### src/rtl/spi_apb_slave_if.sv
// APB3 register front-end for the SPI master: control/baud/status/data registers, TX hand-off,
// RX capture and interrupt. Optional macro SPI_PSLVERR_EN enables PSLVERR on bad accesses.
module spi_apb_slave_if #(
   parameter logic [7:0] CR1_RST = 8'h04,
   parameter logic [7:0] BR_RST  = 8'h00
) (
   input  logic       PCLK,
   input  logic       PRESETn,
   input  logic [2:0] PADDR,
   input  logic       PWRITE,
   input  logic       PSEL,
   input  logic       PENABLE,
   input  logic [7:0] PWDATA,
   output logic [7:0] PRDATA,
   output logic       PREADY,
   output logic       PSLVERR,
   input  logic [7:0] miso_data,
   input  logic       receive_data,
   input  logic       ss,
   input  logic       tip,
   output logic [7:0] mosi_data,
   output logic       send_data,
   output logic       mstr,
   output logic       cpol,
   output logic       cpha,
   output logic       lsbfe,
   output logic       spiswai,
   output logic [2:0] sppr,
   output logic [2:0] spr,
   output logic [1:0] spi_mode,
   output logic       spi_interrupt_request
);

   typedef enum logic [1:0] {StIdle, StSetup, StEnable} apb_state_e;
   typedef enum logic [1:0] {ModeRun = 2'b00, ModeWait = 2'b01, ModeStop = 2'b10} mode_e;

   localparam logic [2:0] AddrCr1 = 3'd0;
   localparam logic [2:0] AddrCr2 = 3'd1;
   localparam logic [2:0] AddrBr  = 3'd2;
   localparam logic [2:0] AddrSr  = 3'd3;
   localparam logic [2:0] AddrDr  = 3'd5;

   apb_state_e apb_state_q, apb_state_d;
   mode_e      mode_q, mode_d;
   logic [7:0] cr1_q, cr1_d, cr2_q, cr2_d, br_q, br_d, dr_q, dr_d, mosi_q, mosi_d;
   logic       spif_q, spif_d, sptef_q, sptef_d, pending_q, pending_d, send_q, send_d;
   logic       spe, modf, wr_en, rd_en, launch, bad_access;
   logic [7:0] sr, rd_mux;

   assign spe  = cr1_q[6];
   assign modf = cr1_q[4] & cr2_q[4] & ~cr1_q[1] & ~ss;
   assign sr   = {spif_q, 1'b0, sptef_q, modf, 4'b0000};

   // Strobes are qualified by live PSEL/PENABLE so the trailing ENABLE cycle never re-fires.
   assign wr_en  = (apb_state_q == StEnable) & PSEL & PENABLE & PWRITE;
   assign rd_en  = (apb_state_q == StEnable) & PSEL & PENABLE & ~PWRITE;
   assign launch = pending_q & spe & ~tip & (mode_q != ModeStop);

`ifdef SPI_PSLVERR_EN
   assign bad_access = (PADDR == 3'd4) | (PADDR == 3'd6) | (PADDR == 3'd7) |
                       (PWRITE & (PADDR == AddrSr));
`else
   assign bad_access = 1'b0;
`endif

   always_ff @(posedge PCLK or negedge PRESETn) begin
      if (!PRESETn) apb_state_q <= StIdle;
      else          apb_state_q <= apb_state_d;
   end

   always_comb begin
      apb_state_d = apb_state_q;
      unique case (apb_state_q)
         StIdle:   if (PSEL && !PENABLE) apb_state_d = StSetup;
         StSetup:  if (!PSEL) apb_state_d = StIdle;
                   else if (PENABLE) apb_state_d = StEnable;
         StEnable: if (!PSEL) apb_state_d = StIdle;
                   else if (!PENABLE) apb_state_d = StSetup;
         default:  apb_state_d = StIdle;
      endcase
   end

   always_comb begin
      unique case (PADDR)
         AddrCr1: rd_mux = cr1_q;
         AddrCr2: rd_mux = cr2_q;
         AddrBr:  rd_mux = br_q;
         AddrSr:  rd_mux = sr;
         AddrDr:  rd_mux = dr_q;
         default: rd_mux = 8'h00;
      endcase
      PREADY  = (apb_state_q == StEnable);
      PRDATA  = (PREADY && !PWRITE) ? rd_mux : 8'h00;
      PSLVERR = PREADY & bad_access;
   end

   always_ff @(posedge PCLK or negedge PRESETn) begin
      if (!PRESETn) mode_q <= ModeRun;
      else          mode_q <= mode_d;
   end

   always_comb begin
      mode_d = mode_q;
      unique case (mode_q)
         ModeRun:  if (!spe) mode_d = ModeWait;
         ModeWait: if (spe) mode_d = ModeRun;
                   else if (cr2_q[1]) mode_d = ModeStop;
         ModeStop: if (spe) mode_d = ModeRun;
                   else if (!cr2_q[1]) mode_d = ModeWait;
         default:  mode_d = ModeRun;
      endcase
   end

   always_ff @(posedge PCLK or negedge PRESETn) begin
      if (!PRESETn) begin
         cr1_q     <= CR1_RST;
         cr2_q     <= 8'h00;
         br_q      <= BR_RST;
         dr_q      <= 8'h00;
         spif_q    <= 1'b0;
         sptef_q   <= 1'b1;
         pending_q <= 1'b0;
         mosi_q    <= 8'h00;
         send_q    <= 1'b0;
      end else begin
         cr1_q     <= cr1_d;
         cr2_q     <= cr2_d;
         br_q      <= br_d;
         dr_q      <= dr_d;
         spif_q    <= spif_d;
         sptef_q   <= sptef_d;
         pending_q <= pending_d;
         mosi_q    <= mosi_d;
         send_q    <= send_d;
      end
   end

   // Later assignments take priority: RX beats a DR read-clear, an APB DR write beats RX.
   always_comb begin
      cr1_d     = cr1_q;
      cr2_d     = cr2_q;
      br_d      = br_q;
      dr_d      = dr_q;
      spif_d    = spif_q;
      sptef_d   = sptef_q;
      pending_d = pending_q;
      mosi_d    = mosi_q;
      send_d    = launch;
      if (launch) begin
         mosi_d    = dr_q;
         pending_d = 1'b0;
         sptef_d   = 1'b1;
      end
      if (rd_en && PADDR == AddrDr) spif_d = 1'b0;
      if (receive_data) begin
         dr_d   = miso_data;
         spif_d = 1'b1;
      end
      if (wr_en) begin
         unique case (PADDR)
            AddrCr1: cr1_d = PWDATA;
            AddrCr2: cr2_d = PWDATA & 8'h1B;
            AddrBr:  br_d  = PWDATA & 8'h77;
            AddrDr: begin
               dr_d      = PWDATA;
               sptef_d   = 1'b0;
               pending_d = 1'b1;
            end
            default: ;
         endcase
      end
   end

   assign mosi_data = mosi_q;
   assign send_data = send_q;
   assign mstr      = cr1_q[4];
   assign cpol      = cr1_q[3];
   assign cpha      = cr1_q[2];
   assign lsbfe     = cr1_q[0];
   assign spiswai   = cr2_q[1];
   assign sppr      = br_q[6:4];
   assign spr       = br_q[2:0];
   assign spi_mode  = mode_q;
   assign spi_interrupt_request = (cr1_q[7] & (spif_q | modf)) | (cr1_q[5] & sptef_q);

endmodule

### config.mk
export PLATFORM = sky130hd
export DESIGN_NAME = spi_apb_slave_if
export DESIGN_NICKNAME = d
export VERILOG_FILES = /design/src/rtl/spi_apb_slave_if.sv
export SDC_FILE = /design/constraint.sdc
export NUM_CORES = 1
export LEC_CHECK = 0
export ABC_AREA = 0
export BUFFER_PORTS_ARGS = -buffer_cell sky130_fd_sc_hd__buf_2
export CAP_MARGIN = 30
export CORE_MARGIN = 1
export CORE_UTILIZATION = 50
export DETAILED_ROUTE_END_ITERATION = 8
export HOLD_SLACK_MARGIN = 0.03
export PLACE_DENSITY_LB_ADDON = 0.25
export SYNTH_ARGS = -nofsm -noshare
export SYNTH_HDL_FRONTEND = slang
export SYNTH_SLANG_ARGS = --single-unit
### constraint.sdc
create_clock -name PCLK -period 2.1 [get_ports PCLK]
set_input_delay 0.42 -clock PCLK [delete_from_list [all_inputs] [get_ports PCLK]]
set_output_delay 0.42 -clock PCLK [all_outputs]
set_load 0.05 [all_outputs]
# ---- Word level (Yosys, flattened, before mapping)
# Cells that the tools add are included.
dict set report word_totals {
  regBits 42
  input_bits 27
}
dict set report op_classes {
  n_eq_ne 15
  n_mux 25
  bitwise_logic 18
  reduce_logical 14
}
# cell n
set ops {}
lappend ops {{8-bit one-hot mux with 5 select lines} 1}
lappend ops {{8-bit 2-to-1 mux} 4}
lappend ops {{2-bit 2-to-1 mux} 10}
lappend ops {{1-bit bitwise AND} 12}
lappend ops {{3-bit inequality test, second input constant} 4}
lappend ops {{2-bit one-hot mux with 3 select lines} 2}
lappend ops {{1-bit 2-to-1 mux} 8}
lappend ops {{3-bit by 2-bit == test with 1-bit output, second input constant} 2}
lappend ops {{2-bit inequality test, second input constant} 3}
lappend ops {{2-bit AND reduction} 3}
lappend ops {{3-bit AND reduction} 2}
lappend ops {{2-bit by 1-bit == test with 1-bit output, second input constant} 2}
lappend ops {{2-bit == test, second input constant} 2}
lappend ops {{2-bit zero test} 2}
lappend ops {{1-bit inverter} 4}
lappend ops {{3-bit by 1-bit == test with 1-bit output, second input constant} 1}
lappend ops {{3-bit == test, second input constant} 1}
lappend ops {{1-bit logical AND} 3}
lappend ops {{3-bit zero test} 1}
lappend ops {{1-bit zero test} 2}
lappend ops {{1-bit OR} 2}
lappend ops {{2-bit nonzero test} 1}

# ---- Depth between registers and ports, before layout
# Gate-level depths: netlist of run 1.
dict set report logic_depth {
  word_depth 7
  ltp_mapped 5
  mapped_depth_nobuf 3
}

# ---- Worst setup path after synthesis of run 1
# OpenSTA, ideal clock, no wires.
dict set report synth_timing {
  kind {input -> output}
  start {in PADDR[0]}
  end {out PRDATA[3]}
  arrival_time_ns 2.137
  slack_ns -0.457
  stages 4
  path_cell_list {buf_4 -> nor2b_1 -> o21ai_1 -> nor3_1}
}
dict set report synth_via {
  elab_chain_cells 3
  word_cells_on_any_way 7
  cone_classes {eq/ne: 4; mux: 2; reduce/logical: 1}
}
# item line_no
set synth_rtl {}
lappend synth_rtl {{from (decl)} 9} ;# input logic [2:0] PADDR,
lappend synth_rtl {{3-bit == test, or another cell as far along} 84} ;# unique case (PADDR)
lappend synth_rtl {{8-bit one-hot mux with 5 select lines (*)} 84}
lappend synth_rtl {{8-bit 2-to-1 mux (*)} 93} ;# PRDATA = (PREADY && !PWRITE) ? rd_mux : 8'h00;
lappend synth_rtl {{to (decl)} 14} ;# output logic [7:0] PRDATA,
# Mark *: on every way between the ends. The rest lies on a longest branch, timed or not.

# ---- Final worst setup path of run 1
dict set report layout_timing {
  start {in PADDR[1]}
  end {out PRDATA[4]}
}
# Same word-level chain as after synthesis.

==> impl_metrics.yaml, run 1 <==
job:
  maxCapViolCount: 0
setup_path:
  crit_type: "in2out"
  r2r_end: "cr1_q[5]$_DFFE_PN0P_"
  r2r_setup_slack_ns: 0.42
  critPathCaptureType: "primary output"
  critPathTopFamily: "buffers and inverters"
  crit-reg2reg-launch: "apb_state_q[0]$_DFFE_PN0P_"
  slowest_delay_ns: 0.37
  required_ns: 1.68
  rr_worst_depth: 3
  worst_setup_path_start_kind: "primary input"
  path_depth: 5
  critical_path_peak_fanout: 11
  critPathSlowestCell: "mux2_2"
  cp.arrival_ns: 1.65
  cp_num_buf_inv: 2
  crit_chain: "buf_2 -> mux2_2 -> a222oi_1 -> nor2_1 -> buf_6"
floorplanning:
  die-width_um: 67.0
  fp.dieH_um: 67.0
  core_area_um2: 4030
  fp-row-count: 23
  initial_core_util: 0.524
  pin_count: 60
  fp.dieArea_um2: 4480
layout:
  drive_above_1_share: 0.617
  fin_util: 0.669
  insertedDiodeCount: 0
  syn2layout_area_growth_pct: 27.8
  nets: 256
  fillerInstances: 312
  final_area_um2: 2700
grt:
  grt_max_degree: 43
  grt_pass1_wl_um: 7660
  use_met3: 0.0497
  grt_antenna_before_repair: 0
  first_global_vias: 1543
  grt_usage: 0.243
  use_met1: 0.305
  grt_use_met2: 0.403
  grt_busiest_layer: "met2"
  overflow: 0
pwr:
  leakage_nw: 1.38
  p_total_w: 0.00196
  powerDensity_nw_per_um2: 728
  ir_drop_mv: 0.463
timing:
  grt_setup_unrepaired: "yes"
  finalCritPeriodShare: 0.988
  hold_ws_ns: 0.0832
  fmax_mhz: 482
  final-hold-violation-count: 0
  setup_tns_ns: 0
  worst_clock_skew_ns: 0.00760
  slew_violations: 0
  period_needed_ns: 2.07
  setup_viol: 0
synth:
  ys_seq_area_frac: 0.499
  synth_top_area_cell: "dfrtp_1"
  synthTopCellsByCount: "mux2_2 (52), dfrtp_1 (40), nor2_1 (6)"
  synth.distinct_cells: 38
  syn_area_um2: 2110
  ys_async_sr_fraction: 1.00
  synth_seq_cells: 42
  avgSynthCellArea_um2: 13.2
  synth_edf_count: 0
  synthCells: 160
  synth_flop_cell: "dfrtp_1"
  syn_nets: 187
  synth.area.top_cells: "dfrtp_1 (47%), mux2_2 (28%), dfstp_2 (2.5%)"
  yosysTopAreaCellShare: 0.474
  yosysWarningCount: 0
  yosysMostFrequentCell: "mux2_2"
drt:
  firstDrtPassIters: 4
  remaining_drc_errors: 0
  num_vias: 1536
  post_drt_via_cell_ratio: 5.49
  detail-route-antenna-nets: 0
  drt-initial-drc-count: 65
  wl_um: 4970
  wl_per_cell_um: 17.7
placed_design:
  gp_congestion: 0.816
  post-dp-hpwl_um: 3520
  numPortBuffers: 58
  placed_cell_area_um2: 2510
clocking:
  h-tree-depth: 2
  insertion_delay_ns: 0.30
  tritoncts: "done"
  root_buffer: "clkbuf_8"
  cts_buffers: 5
  clock_path_buffers: 2
  cts_num_sinks: 42
  clk_pin_slew_ns: 0.08
  hold_buffers: 0
status:
  status: "finished, final reports clean"
hold_path:
  hold_class: "in2async"
-- registers in the layout (all words and copies together), names as in the netlist --
signal and count:
apb_state_q 2, br_q 6, cr1_q 8, cr2_q 4
dr_q 8, mosi_data 8, pending_q 1, send_data 1
spi_mode 2, spif_q 1, sptef_q 1
-- power breakdown --
| part | total (W) | internal (W) | switching, W |
|---|---|---|---|
| clock | 0.000786 | 0.000507 | 0.000279 |
| sequential | 0.000886 | 0.000854 | 0.0000322 |
| combinational | 0.000293 | 0.000114 | 0.000179 |
| total | 0.00196 | 0.00147 | 0.000490 |
-- stage by stage --
step / setup WS, ns / instances
after detailed placement: 0.0433 / 271
after global routing: -0.0301 / 280
final: 0.0256 / 280
after CTS: 0.0351 / 279
after global placement: 0.105 / 271
after floorplan: -0.150 / 160
-- kinds of logic (layout without fill, tap and decap cells) --
group	count (synthesis)	in the layout	share of synthesized area
mux	52	52	0.278
simple gates	35	35	0.127
other cells	1	1	0.00178
xor+xnor	2	2	0.00831
buf+inv	11	81	0.0320
fa+ha+maj	1	1	0.00475
compound gates	16	16	0.0492
flops	42	42	0.499
-- layout make-up --
cell class | instances | area, um^2 | area share
Sequential cell | 42 | 1050 | 0.391
Multi-Input combinational cell | 107 | 1000 | 0.373
Timing Repair Buffer | 70 | 422 | 0.156
Clock buffer | 6 | 82.6 | 0.0306
Tap cell | 50 | 62.6 | 0.0232
Clock inverter | 2 | 60.1 | 0.0223
Inverter | 3 | 11.3 | 0.00418
-- metal layers --
metal / part of all wire / vias up
met5: 0 / -
met3: 0.048 / 4
li1: - / 715
met1: 0.43 / 768
met4: 0.0097 / 0
met2: 0.52 / 49
-- worst max path at each step --
stage                                     startpoint   endpoint  slack [ns]
final                                       PADDR[1]  PRDATA[4]        0.03
after global placement                      PADDR[1]  PRDATA[4]        0.10
after detailed placement                    PADDR[1]  PRDATA[4]        0.04
after global routing            cr1_q[1]$_DFFE_PN0P_  PRDATA[4]       -0.03
after floorplan                             PADDR[0]  PRDATA[5]       -0.15
after CTS                 apb_state_q[0]$_DFFE_PN0P_  PRDATA[5]        0.04
-- worst register-to-register path: cells and delay by family (launching register included) --
kind | cells | cell delay [ns]
AND/OR/NAND/NOR | 2 | 0.78
flip-flops | 1 | 0.44
multiplexers | 1 | 0.35
-- layout by cell type, fill, tap and decap left out, types with 2 or more instances in the layout --
cell	instances
bufinv_16	2
nor2_1	6
nor3b_1	3
buf_6	3
o21ai_0	4
a21oi_1	3
dfrtp_1	40
inv_1	3
buf_2	51
buf_4	14
nor2b_1	2
dfstp_2	2
a22oi_1	3
and3b_1	3
and3_1	3
clkbuf_8	6
nand2_1	5
mux2_2	52
-- timing repair --
action / in CTS / in global routing
pin swaps: 0 / 2
hold endpoints to repair: 0 / 0
resized for setup: 6 / 7
setup endpoints to repair: 8 / 7
buffers inserted: 0 / 1
(Power assumes the default switching activity.)
==> run 2, diff against run 1 <==
==> constraint.sdc (replaced) <==
create_clock -name PCLK -period 2.1 [get_ports PCLK]
set_input_delay 0.525 -clock PCLK [delete_from_list [all_inputs] [get_ports PCLK]]
set_output_delay 0.525 -clock PCLK [all_outputs]
set_load 0.05 [all_outputs]
==> run 2 against run 1 <==
The flow now finishes with violations (setup timing); global-route usage increased by 0.60 points; utilization rose by 4.9 points; first-iteration DRC count fell by 25%; non-clock buffer count is 10 higher; design area increased by 7.3%; critical path depth unchanged; fmax is 4.3% lower; combinational power grew 8.5%; register-to-register slack worse by 0.15 ns; via count is 4.0% higher; final cell count is 3.6% higher; critical endpoint unchanged; largest cell class is now multi-input gates.
==> impl_metrics.yaml, run 2 (same netlist as run 1, synthesis figures left out) <==
setup_path:
  r2r_end: "cr1_q[4]$_DFFE_PN0P_"
  crit_type: "in2out"
  required_ns: 1.57
  cp_num_buf_inv: 2
  worst_setup_path_start_kind: "primary input"
  critPathTopFamily: "multiplexers"
  crit_chain: "buf_4 -> mux2_2 -> a222oi_1 -> nor2_2 -> buf_6"
  r2r_setup_slack_ns: 0.27
  critical_path_peak_fanout: 11
  crit_end: "PRDATA[4]"
  crit-reg2reg-launch: "apb_state_q[0]$_DFFE_PN0P_"
  rr_worst_depth: 4
  cp.arrival_ns: 1.64
  path_depth: 5
  critPathSlowestCell: "mux2_2"
  slowest_delay_ns: 0.36
  critPathCaptureType: "primary output"
  crit_start: "PADDR[2]"
grt:
  grt_max_degree: 43
  use_met3: 0.0599
  use_met1: 0.319
  grt_use_met2: 0.410
  overflow: 0
  grt_busiest_layer: "met2"
  first_global_vias: 1535
  grt_antenna_before_repair: 0
  grt_pass1_wl_um: 7830
  grt_usage: 0.249
drt:
  wl_per_cell_um: 18.4
  drt-initial-drc-count: 49
  remaining_drc_errors: 0
  firstDrtPassIters: 4
  detail-route-antenna-nets: 0
  wl_um: 5320
  num_vias: 1597
  post_drt_via_cell_ratio: 5.51
placed_design:
  gp_congestion: 0.833
  numPortBuffers: 58
  dpl.cell_count: 278
  post-dp-hpwl_um: 3740
timing:
  finalCritPeriodShare: 1.03
  setup_viol: 1
  grt_setup_unrepaired: "yes"
  worst_clock_skew_ns: 0.00601
  worstMarginPinSlew_ns: 0.544
  setup_tns_ns: -0.0672
  slew_violations: 0
  final-hold-violation-count: 0
  hold_ws_ns: 0.297
  period_needed_ns: 2.17
  setup_ws_ns: -0.0672
  slew-limit-headroom: 0.637
  fmax_mhz: 461
pwr:
  leakage_nw: 1.46
  powerDensity_nw_per_um2: 686
  ir_drop_mv: 0.582
clocking:
  root_buffer: "clkbuf_8"
  cts_buffers: 5
  clock_path_buffers: 2
  tritoncts: "done"
  cts_num_sinks: 42
  h-tree-depth: 2
  clk_pin_slew_ns: 0.07
  hold_buffers: 0
  insertion_delay_ns: 0.29
floorplanning:
  fp.dieArea_um2: 4480
  core_area_um2: 4030
  fp.dieH_um: 67.0
  die-width_um: 67.0
  pin_count: 60
  initial_core_util: 0.524
  fp-row-count: 23
layout:
  insertedDiodeCount: 0
  seq_area_um2: 1050
  syn2layout_area_growth_pct: 37.1
  nets: 266
  mostFrequentLayoutCell: "mux2_2"
  multi_input_area_um2: 1080
  layout_common_cells: "mux2_2 (52), buf_2 (47), dfrtp_1 (40)"
  drive_above_1_share: 0.683
  final_cells: 290
  fillerInstances: 290
status:
  status: "complete, but fails checks"
  failed_checks: "setup timing"
job:
  maxCapViolCount: 0
hold_path:
  hold_class: "in2async"
-- run 2: changes by cell type in the layout (fill, tap and decap cells not counted), moves of 2 or more --
cell	change
buf_2	-4
nor2_1	-5
nor2_4	+3
buf_4	+7
buf_6	+7
a22oi_2	+3
nor2_2	+2
a21oi_1	-2
a22oi_1	-3
-- run 2: worst min-delay path by stage --
stage                                   from                    endpoint  slack [ns]
finish                               PRESETn        cr1_q[3]$_DFFE_PN0P_        0.30
global route                         PRESETn        cr1_q[3]$_DFFE_PN0P_        0.33
CTS                                  PRESETn     spi_mode[0]$_DFFE_PN0P_        0.31
detailed placement  mosi_data[3]$_DFFE_PN0P_    mosi_data[3]$_DFFE_PN0P_        0.49
global placement    mosi_data[5]$_DFFE_PN0P_    mosi_data[5]$_DFFE_PN0P_        0.49
floorplan                            PRESETn  apb_state_q[0]$_DFFE_PN0P_        0.23
-- run 2: routing by layer --
layer,share of wire,wire [um],vias up
li1,-,-,740
met1,0.44,2330,815
met2,0.53,2810,40
met3,0.031,163,2
met4,0.0043,23,0
met5,0,0,-
-- run 2: metrics by stage --
stage / worst slack [ns] / power, W / util / area (um^2)
after floorplan: -0.0902 / 0.00109 / - / 2150
after global placement: -0.0606 / 0.00119 / 0.644 / 2600
after detailed placement: -0.142 / 0.00121 / 0.644 / 2600
after CTS: -0.0807 / 0.00198 / 0.693 / 2790
after global routing: -0.103 / 0.00205 / 0.718 / 2890
final: -0.0672 / 0.00198 / 0.718 / 2890
-- run 2: area by class of cell --
| cell class | count | share of cell area |
|---|---|---|
| multi-input cells | 107 | 0.374 |
| well taps | 50 | 0.0216 |
| repair buffers | 80 | 0.187 |
| flip-flops and latches | 42 | 0.364 |
| inverters | 3 | 0.00389 |
| clock buffers | 6 | 0.0285 |
| clock inverters | 2 | 0.0208 |
-- run 2: repair_timing --
| item | CTS | global route |
|---|---|---|
| setup buffers | 1 | 3 |
| pin swaps | 2 | 3 |
| setup endpoints to repair | 8 | 9 |
| gates resized for setup | 15 | 20 |
-- run 2: worst reg2reg max path, cell delays in order (launching register included) --
cell and delay (ns):
dfrtp_1 0.44, buf_4 0.17, and4b_1 0.47, nand4b_4 0.29
mux2_2 0.35
-- run 2: where the power goes --
part / switching, W / internal [W]
sequential: 0.0000328 / 0.000854
clock: 0.000272 / 0.000507
combinational: 0.000191 / 0.000127
